===== src/rtl/div_iter_param.sv =====
`default_nettype none
// ============================================================================
// Module   : div_iter_param
// Brief    : Iterative radix-2 restoring divider, one quotient bit per clock,
//            valid/ready on both sides, optional two's-complement mode and
//            divide-by-zero reporting.
// Revision : 1.0 - initial release
// ============================================================================
module div_iter_param #(
  parameter int WIDTH = 16
) (
  input  logic             clk,
  input  logic             rst_n,
  input  logic             in_valid,
  output logic             in_ready,
  input  logic [WIDTH-1:0] dividend,
  input  logic [WIDTH-1:0] divisor,
  input  logic             signed_mode,
  output logic             out_valid,
  input  logic             out_ready,
  output logic [WIDTH-1:0] quotient,
  output logic [WIDTH-1:0] remainder,
  output logic             div_by_zero
);

  localparam int CW = $clog2(WIDTH);
  localparam logic [CW-1:0] c_last = CW'(WIDTH - 1);
  localparam logic [CW-1:0] c_one  = CW'(1);

  typedef enum logic [1:0] {
    S_IDLE = 2'd0,
    S_BUSY = 2'd1,
    S_DONE = 2'd2
  } state_t;

  state_t           r_state;
  logic [CW-1:0]    r_cnt;
  logic [WIDTH-1:0] r_dvd;     // dividend magnitude, consumed MSB first
  logic [WIDTH-1:0] r_dvs;     // divisor magnitude
  logic [WIDTH-1:0] r_rem;     // partial remainder (always < divisor)
  logic [WIDTH-1:0] r_quo;     // quotient bits collected so far
  logic             r_qsign;
  logic             r_rsign;
  logic             r_zero;    // divisor was zero: skip the iterations
  logic [WIDTH-1:0] r_quotient;
  logic [WIDTH-1:0] r_remainder;
  logic             r_dbz;

  // Operand sign/magnitude; the most-negative value maps onto itself as an
  // unsigned number, which is why MIN / -1 wraps back to MIN.
  logic             w_dvd_neg;
  logic             w_dvs_neg;
  logic [WIDTH-1:0] w_dvd_mag;
  logic [WIDTH-1:0] w_dvs_mag;

  assign w_dvd_neg = signed_mode & dividend[WIDTH-1];
  assign w_dvs_neg = signed_mode & divisor[WIDTH-1];
  assign w_dvd_mag = w_dvd_neg ? (~dividend + 1'b1) : dividend;
  assign w_dvs_mag = w_dvs_neg ? (~divisor + 1'b1) : divisor;

  // One restoring step: the (WIDTH+1)-bit shifted remainder is compared with
  // the divisor. When it is not smaller, the true difference fits in WIDTH
  // bits, so a WIDTH-bit subtraction of the low bits is exact.
  logic [WIDTH:0]   w_rem_shift;
  logic             w_ge;
  logic [WIDTH-1:0] w_sub;
  logic [WIDTH-1:0] w_rem_next;
  logic [WIDTH-1:0] w_quo_next;

  assign w_rem_shift = {r_rem, r_dvd[WIDTH-1]};
  assign w_ge        = (w_rem_shift >= {1'b0, r_dvs});
  assign w_sub       = w_rem_shift[WIDTH-1:0] - r_dvs;
  assign w_rem_next  = w_ge ? w_sub : w_rem_shift[WIDTH-1:0];
  assign w_quo_next  = {r_quo[WIDTH-2:0], w_ge};

  // Control FSM, datapath iteration and result registers.
  always_ff @(posedge clk or negedge rst_n) begin
    if (!rst_n) begin
      r_state     <= S_IDLE;
      r_cnt       <= '0;
      r_dvd       <= '0;
      r_dvs       <= '0;
      r_rem       <= '0;
      r_quo       <= '0;
      r_qsign     <= 1'b0;
      r_rsign     <= 1'b0;
      r_zero      <= 1'b0;
      r_quotient  <= '0;
      r_remainder <= '0;
      r_dbz       <= 1'b0;
    end else begin
      case (r_state)
        S_IDLE: begin
          if (in_valid) begin
            r_dvs   <= w_dvs_mag;
            r_qsign <= w_dvd_neg ^ w_dvs_neg;
            r_rsign <= w_dvd_neg;
            r_rem   <= '0;
            r_quo   <= '0;
            r_cnt   <= '0;
            r_state <= S_BUSY;
            if (divisor == '0) begin
              // Keep the raw dividend: the zero-divisor remainder carries no
              // sign handling.
              r_zero <= 1'b1;
              r_dvd  <= dividend;
            end else begin
              r_zero <= 1'b0;
              r_dvd  <= w_dvd_mag;
            end
          end
        end
        S_BUSY: begin
          if (r_zero) begin
            // Zero divisor spends exactly one cycle here, no iterations.
            r_quotient  <= '1;
            r_remainder <= r_dvd;
            r_dbz       <= 1'b1;
            r_state     <= S_DONE;
          end else begin
            r_rem <= w_rem_next;
            r_quo <= w_quo_next;
            r_dvd <= {r_dvd[WIDTH-2:0], 1'b0};
            r_cnt <= r_cnt + c_one;
            if (r_cnt == c_last) begin
              r_quotient  <= r_qsign ? (~w_quo_next + 1'b1) : w_quo_next;
              r_remainder <= r_rsign ? (~w_rem_next + 1'b1) : w_rem_next;
              r_dbz       <= 1'b0;
              r_state     <= S_DONE;
            end
          end
        end
        S_DONE: begin
          if (out_ready) begin
            r_state <= S_IDLE;
          end
        end
        default: begin
          r_state <= S_IDLE;
        end
      endcase
    end
  end

  assign in_ready    = (r_state == S_IDLE);
  assign out_valid   = (r_state == S_DONE);
  assign quotient    = r_quotient;
  assign remainder   = r_remainder;
  assign div_by_zero = r_dbz;

endmodule
`default_nettype wire

===== config.mk =====
export PLATFORM = sky130hd
export DESIGN_NAME = div_iter_param
export DESIGN_NICKNAME = d
export VERILOG_FILES = /design/src/rtl/div_iter_param.sv
export SDC_FILE = /design/constraint.sdc
export NUM_CORES = 1
export LEC_CHECK = 0
export CAP_MARGIN = 20
export CORE_MARGIN = 4
export CORE_UTILIZATION = 57
export DETAILED_ROUTE_END_ITERATION = 10
export PLACE_DENSITY = 0.9
export SYNTH_ARGS = -nofsm -noshare
export SYNTH_HDL_FRONTEND = slang
export SYNTH_SLANG_ARGS = --single-unit

===== constraint.sdc =====
create_clock -name clk -period 5.01 [get_ports clk]
set_input_delay 1.002 -clock clk [delete_from_list [all_inputs] [get_ports clk]]
set_output_delay 1.002 -clock clk [all_outputs]
set_load 0.01 [all_outputs]

Word-level counts from Yosys, hierarchy flattened
Index checks and enable logic that the tools add are counted.

Bits in registers: 105. Bits in latches: 0. Bits in writable memories: 0. ROM bits: 0. Input port bits: 37. Output and inout port bits: 35. Memories kept: 0.

Add/subtract/negate cells: 6. $mul: 0. Divide/modulo/power cells: 0. Magnitude comparators: 1. Eq/ne operators: 7. Shifts and indexed selects: 0. Mux-type cells: 29. Bitwise logic cells: 7. Reductions and logical operators: 8.

Operator list (count): 16-bit 2-to-1 mux (14); 16-bit by 1-bit adder with 16-bit output, second input constant (4); 16-bit inverter (4); 16-bit case mux with 2 select lines (2); 15-bit case mux with 2 select lines (1); 17-bit by 16-bit >= comparator with 1-bit output (1); 16-bit logical NOT (1); 16-bit subtractor (1); 15-bit 2-to-1 mux (1); 2-bit 2-to-1 mux (4); 4-bit 2-to-1 mux (2); 4-bit case mux with 2 select lines (1); 2-bit case mux with 3 select lines (1); 3-bit AND reduction (2); 4-bit by 1-bit adder with 4-bit output, second input constant (1); 4-bit equality test, second input constant (1); 2-bit inequality test, second input constant (2); 2-bit AND reduction (2); 2-bit nonzero test (2); 1-bit 2-to-1 mux (3); 3-bit inequality test, second input constant (1); 1-bit bitwise AND (2); 2-bit by 1-bit equality test with 1-bit output, second input constant (1); 2-bit equality test, second input constant (1); 3 further kinds (3).

Longest topological paths before layout
Depth in word-level cells: 7. Depth in mapped cells: 20. Depth with buffers taken out: 16.

Worst setup path before layout
OpenSTA, ideal clock, no wires.

Kind: reg2reg. Start point: reg r_rem[13]. End point: reg r_remainder[12], in the netlist remainder[12]. Arrival: 3.641 ns. Setup slack: 1.240 ns. Stages on the path, launching flop included: 18. Buffers on the path: 3. Period minus slack after synthesis: 3.770 ns. Cells stage by stage: dfrtp_1 -> ha_1 -> and4b_1 -> a211o_1 -> a311o_1 -> or2_1 -> buf_2 -> inv_1 -> buf_6 -> clkbuf_1 -> mux2i_1 -> ha_1 -> inv_1 -> nor4_1 -> a31oi_1 -> o21ai_0 -> xnor2_1 -> o22ai_1.

Cells in the longest elaborated chain, start to end: 7.

Ends and longest elaborated chain: start, declared (RTL line 40) `logic [WIDTH-1:0] r_rem;`; start signal, assigned (RTL line 121) `r_rem <= w_rem_next;`; 17-bit by 16-bit >= comparator with 1-bit output (*) (RTL line 71) `assign w_ge = (w_rem_shift >= {1'b0, r_dvs});`; 16-bit 2-to-1 mux (*) (RTL line 73) `assign w_rem_next = w_ge ? w_sub : w_rem_shift[WIDTH-1:0];`; 16-bit inverter (RTL line 127) `r_remainder <= r_rsign ? (~w_rem_next + 1'b1) : w_rem_next;`; 16-bit by 1-bit adder with 16-bit output (RTL line 127); 16-bit 2-to-1 mux (*) (RTL line 127); 16-bit 2-to-1 mux (*) (RTL line 125) `if (r_cnt == c_last) begin`; 16-bit 2-to-1 mux (*) (RTL line 114) `if (r_zero) begin`; end signal, assigned (RTL line 117) `r_remainder <= r_dvd;`; end signal, assigned (RTL line 127); end, declared (RTL line 46) `logic [WIDTH-1:0] r_remainder;`.

Every way passes the cells marked *; elsewhere a longest branch is shown, timed or not. The select of a mux whose other input is x is not followed. A chain may end at the register's enable or synchronous reset.

Worst setup path after layout
Start point: reg r_dvs[13]. End point: reg r_remainder[8], in the netlist remainder[8].

Cells in the longest elaborated chain, start to end: 7.

Ends and longest elaborated chain: start, declared (RTL line 39) `logic [WIDTH-1:0] r_dvs;`; start signal, assigned (RTL line 95) `r_dvs <= w_dvs_mag;`; 17-bit by 16-bit >= comparator with 1-bit output (*) (RTL line 71); 16-bit 2-to-1 mux (*) (RTL line 73); 16-bit inverter (RTL line 127); 16-bit by 1-bit adder with 16-bit output (RTL line 127); 16-bit 2-to-1 mux (*) (RTL line 127); 16-bit 2-to-1 mux (*) (RTL line 125); 16-bit 2-to-1 mux (*) (RTL line 114).

Marked as above.

==> impl_metrics.toml <==
[route]
met2_length_mm = 8.28
wl_per_cell_um = 18.2
ant_nets = 0
finalWirelength_mm = 17.6
wl_met1_mm = 7.48
drt-pass1-iter-count = 7
wl_met3_mm = 1.38
via_count = 5982
first_iter_violations = 619
via_per_inst = 6.18
drc = 0
dr.max_layer_used = "met4"

[floorplanning]
core_area_um2 = 11100
start_util_pct = 59.5
dieArea_um2 = 13300
die_height_um = 115
core.rowCount = 38
die_x_um = 115
ios = 72

[synthesis]
yosys_warnings = 0
synthCells = 772
yosysSeqAreaShare_pct = 39.9
netlist_area_um2 = 6590
yosysUniqueCellTypes = 66
yosys_most_used_dff = "dfrtp_1"
avgSynthCellArea_um2 = 8.53
synth-edff-count = 0
synth-seq-cells = 105
synth_nets = 831
ys_async_sr_fraction_pct = 100

[worst_setup_path]
critPathMaxFanout = 5
worstPathArrival_ns = 4.30
path_cells = "inv_1 > ha_1 > and4b_1 > a211o_1 > a311o_1 > or2_1 > inv_1 > mux2i_1 > ha_1 > inv_1 > o21ai_0 > o21ai_0 > xnor2_1 > mux2i_1 > o21ai_0"
endpoint_kind = "flip-flop"
required_ns = 5.29
crit_type = "flip-flop to flip-flop"
slowest_stage = "dfrtp_1"
crit_path_start_kind = "flip-flop"
cpPeakStageDelay_ns = 0.36

[clock_tree]
post_cts_buffers = 0
cts_max_level = 3
clock_latency_ns = 0.36
cts.path.max_buffers = 2
cts_buffers = 9
root_buffer = "clkbuf_16"
clkSlewWorstSetupHoldPaths_ns = 0.07
cts_resized = 0
hold_buffers = 0
clkSinkCount = 105
cts_tree = "done"

[power]
p_int_mw = 3.14
p_per_area_nw_per_um2 = 794
swShare_pct = 48.4
switchingPower_mw = 2.95
combPwrFrac_pct = 62.1
p_seq_share_pct = 26.1
clkPwrFrac_pct = 11.8
vdd_ir_drop_max_mv = 0.585
p_leak_nw = 3.31

[placement]
pre_cts_slack_ns = 1.13
placed_area_um2 = 7360
hpwl_mm = 13.0
placedCellCount = 951
port_buffers = 71
routabilityCongestion = 0.978

[timing]
worstMarginPinSlew_ns = 1.07
clock_skew_ns = 0.0144
slew_viol_final = 0
setup_tns_ns = 0
setup_violations = 0
relSlewSlack_pct = 28.6
finalCriticalPeriod_ns = 4.02
fmax_ghz = 0.249
finalCritPeriodShare_pct = 80.2
setup_slack_ns = 0.990
rsz0062_at_grt = "false"
hold_viol = 0

[global_route]
grt_max_degree = 86
grt_use_total_pct = 27.0
grt.overflow.total = 0
grt_pass1_vias = 5764
grt_pass1_wl_mm = 28.5
antenna_found_initial = 0

[final_layout]
mostFrequentLayoutCell = "dfrtp_1"
fin_util_pct = 69.3
instances_no_fill = 968
nets = 882
drive_gt1_share_pct = 3.99
final_cell_mix = "dfrtp_1 (105), o21ai_0 (94), nand2_1 (86)"
syn_to_final_growth_pct = 16.6
antenna_cells = 0
design_area_um2 = 7680

[status]
status = "completed"

[job]
maxCapViolations = 0

[worst_hold_path]
hold_path.class = "input port to asynchronous set/reset pin"
## logic make-up after synthesis
family,after synthesis,share of synthesized area (%)
AOI/OAI and AO/OA,246,22.5
DFF,105,39.9
adders and majority gates,22,4.29
xor gates and xnor gates,65,8.64
and+or+nand+nor,245,17.5
muxes,16,2.43
buffers and inverters,73,4.65
## Yosys cell counts, types with 8 or more instances
cell type | count | share of area (%)
nand3_1 | 14 | 1.1
o21ai_0 | 94 | 7.1
a21oi_1 | 70 | 5.3
inv_1 | 33 | 1.9
and3_1 | 8 | 0.76
clkbuf_1 | 28 | 1.6
a22o_1 | 17 | 2.3
mux2i_1 | 16 | 2.4
a31oi_1 | 8 | 0.76
o31ai_1 | 9 | 1.0
xnor2_1 | 32 | 4.3
dfrtp_1 | 105 | 40
nand2b_1 | 8 | 0.76
xor2_1 | 33 | 4.4
nor4_1 | 9 | 0.85
ha_1 | 21 | 4.0
nor2_1 | 72 | 4.1
nand2_1 | 86 | 4.9
## state kept, by name (all words and copies together) (netlist names)
signal	count
r_rsign	1
r_state	2
r_rem	16
r_zero	1
r_quo	15
div_by_zero	1
remainder	16
r_dvs	16
r_qsign	1
r_dvd	16
r_cnt	4
quotient	16
## power by group through the flow
stage | sequential, mW | combinational [mW] | clock (mW)
global route | 1.63 | 4.13 | 0.763
global placement | 1.57 | 3.60 | 0
CTS | 1.58 | 3.72 | 0.721
floorplan | 1.52 | 2.62 | 0
finish | 1.59 | 3.79 | 0.722
detailed placement | 1.59 | 3.69 | 0
## worst max-delay path: cells and delay by family, from the launching register on
kind	cells	cell delay (ns)
adder cells (fa/ha/maj)	2	0.65
multiplexers	2	0.41
XOR/XNOR	1	0.28
buffers and inverters	3	0.31
flip-flops	1	0.36
AND/OR/NAND/NOR	2	0.58
AO/OA/AOI/OAI	5	1.34
## metrics by stage
step / power, mW / hold WS (ns)
after CTS: 6.02 / 0.485
after floorplan: 4.14 / 0.450
final: 6.10 / 0.472
after detailed placement: 5.28 / 0.471
after global routing: 6.53 / 0.476
after global placement: 5.17 / 0.466
## cell type report
type | count | area, µm²
clock buffers | 11 | 233
clock inverters | 5 | 62.6
fillers | 855 | 3400
inverters | 33 | 124
multi-input cells | 594 | 3660
flip-flops and latches | 105 | 2630
well taps | 140 | 175
repair buffers | 80 | 796
## worst paths after layout
kind                       startpoint            to  slack [ns]  depth (start not counted)
max in group asynchronous       rst_n     r_dvs[12]        3.60                          3
setup / recovery            r_dvs[13]  remainder[8]        0.99                         15
setup reg to reg            r_dvs[13]  remainder[8]        0.99                         15
hold / removal                  rst_n   quotient[3]        0.47                          1
hold reg to reg              r_dvs[4]      r_dvs[4]        0.48                          2
min in group clk             r_dvs[4]      r_dvs[4]        0.48                          2
## per-layer routing
layer  global-route usage [%]  vias up
met3                     6.74       49
met4                     9.00        0
met2                     44.8      250
met1                     34.9     2851
li1                         -     2832
met5                        0        -
No activity file was read; power rests on OpenSTA's default activity.
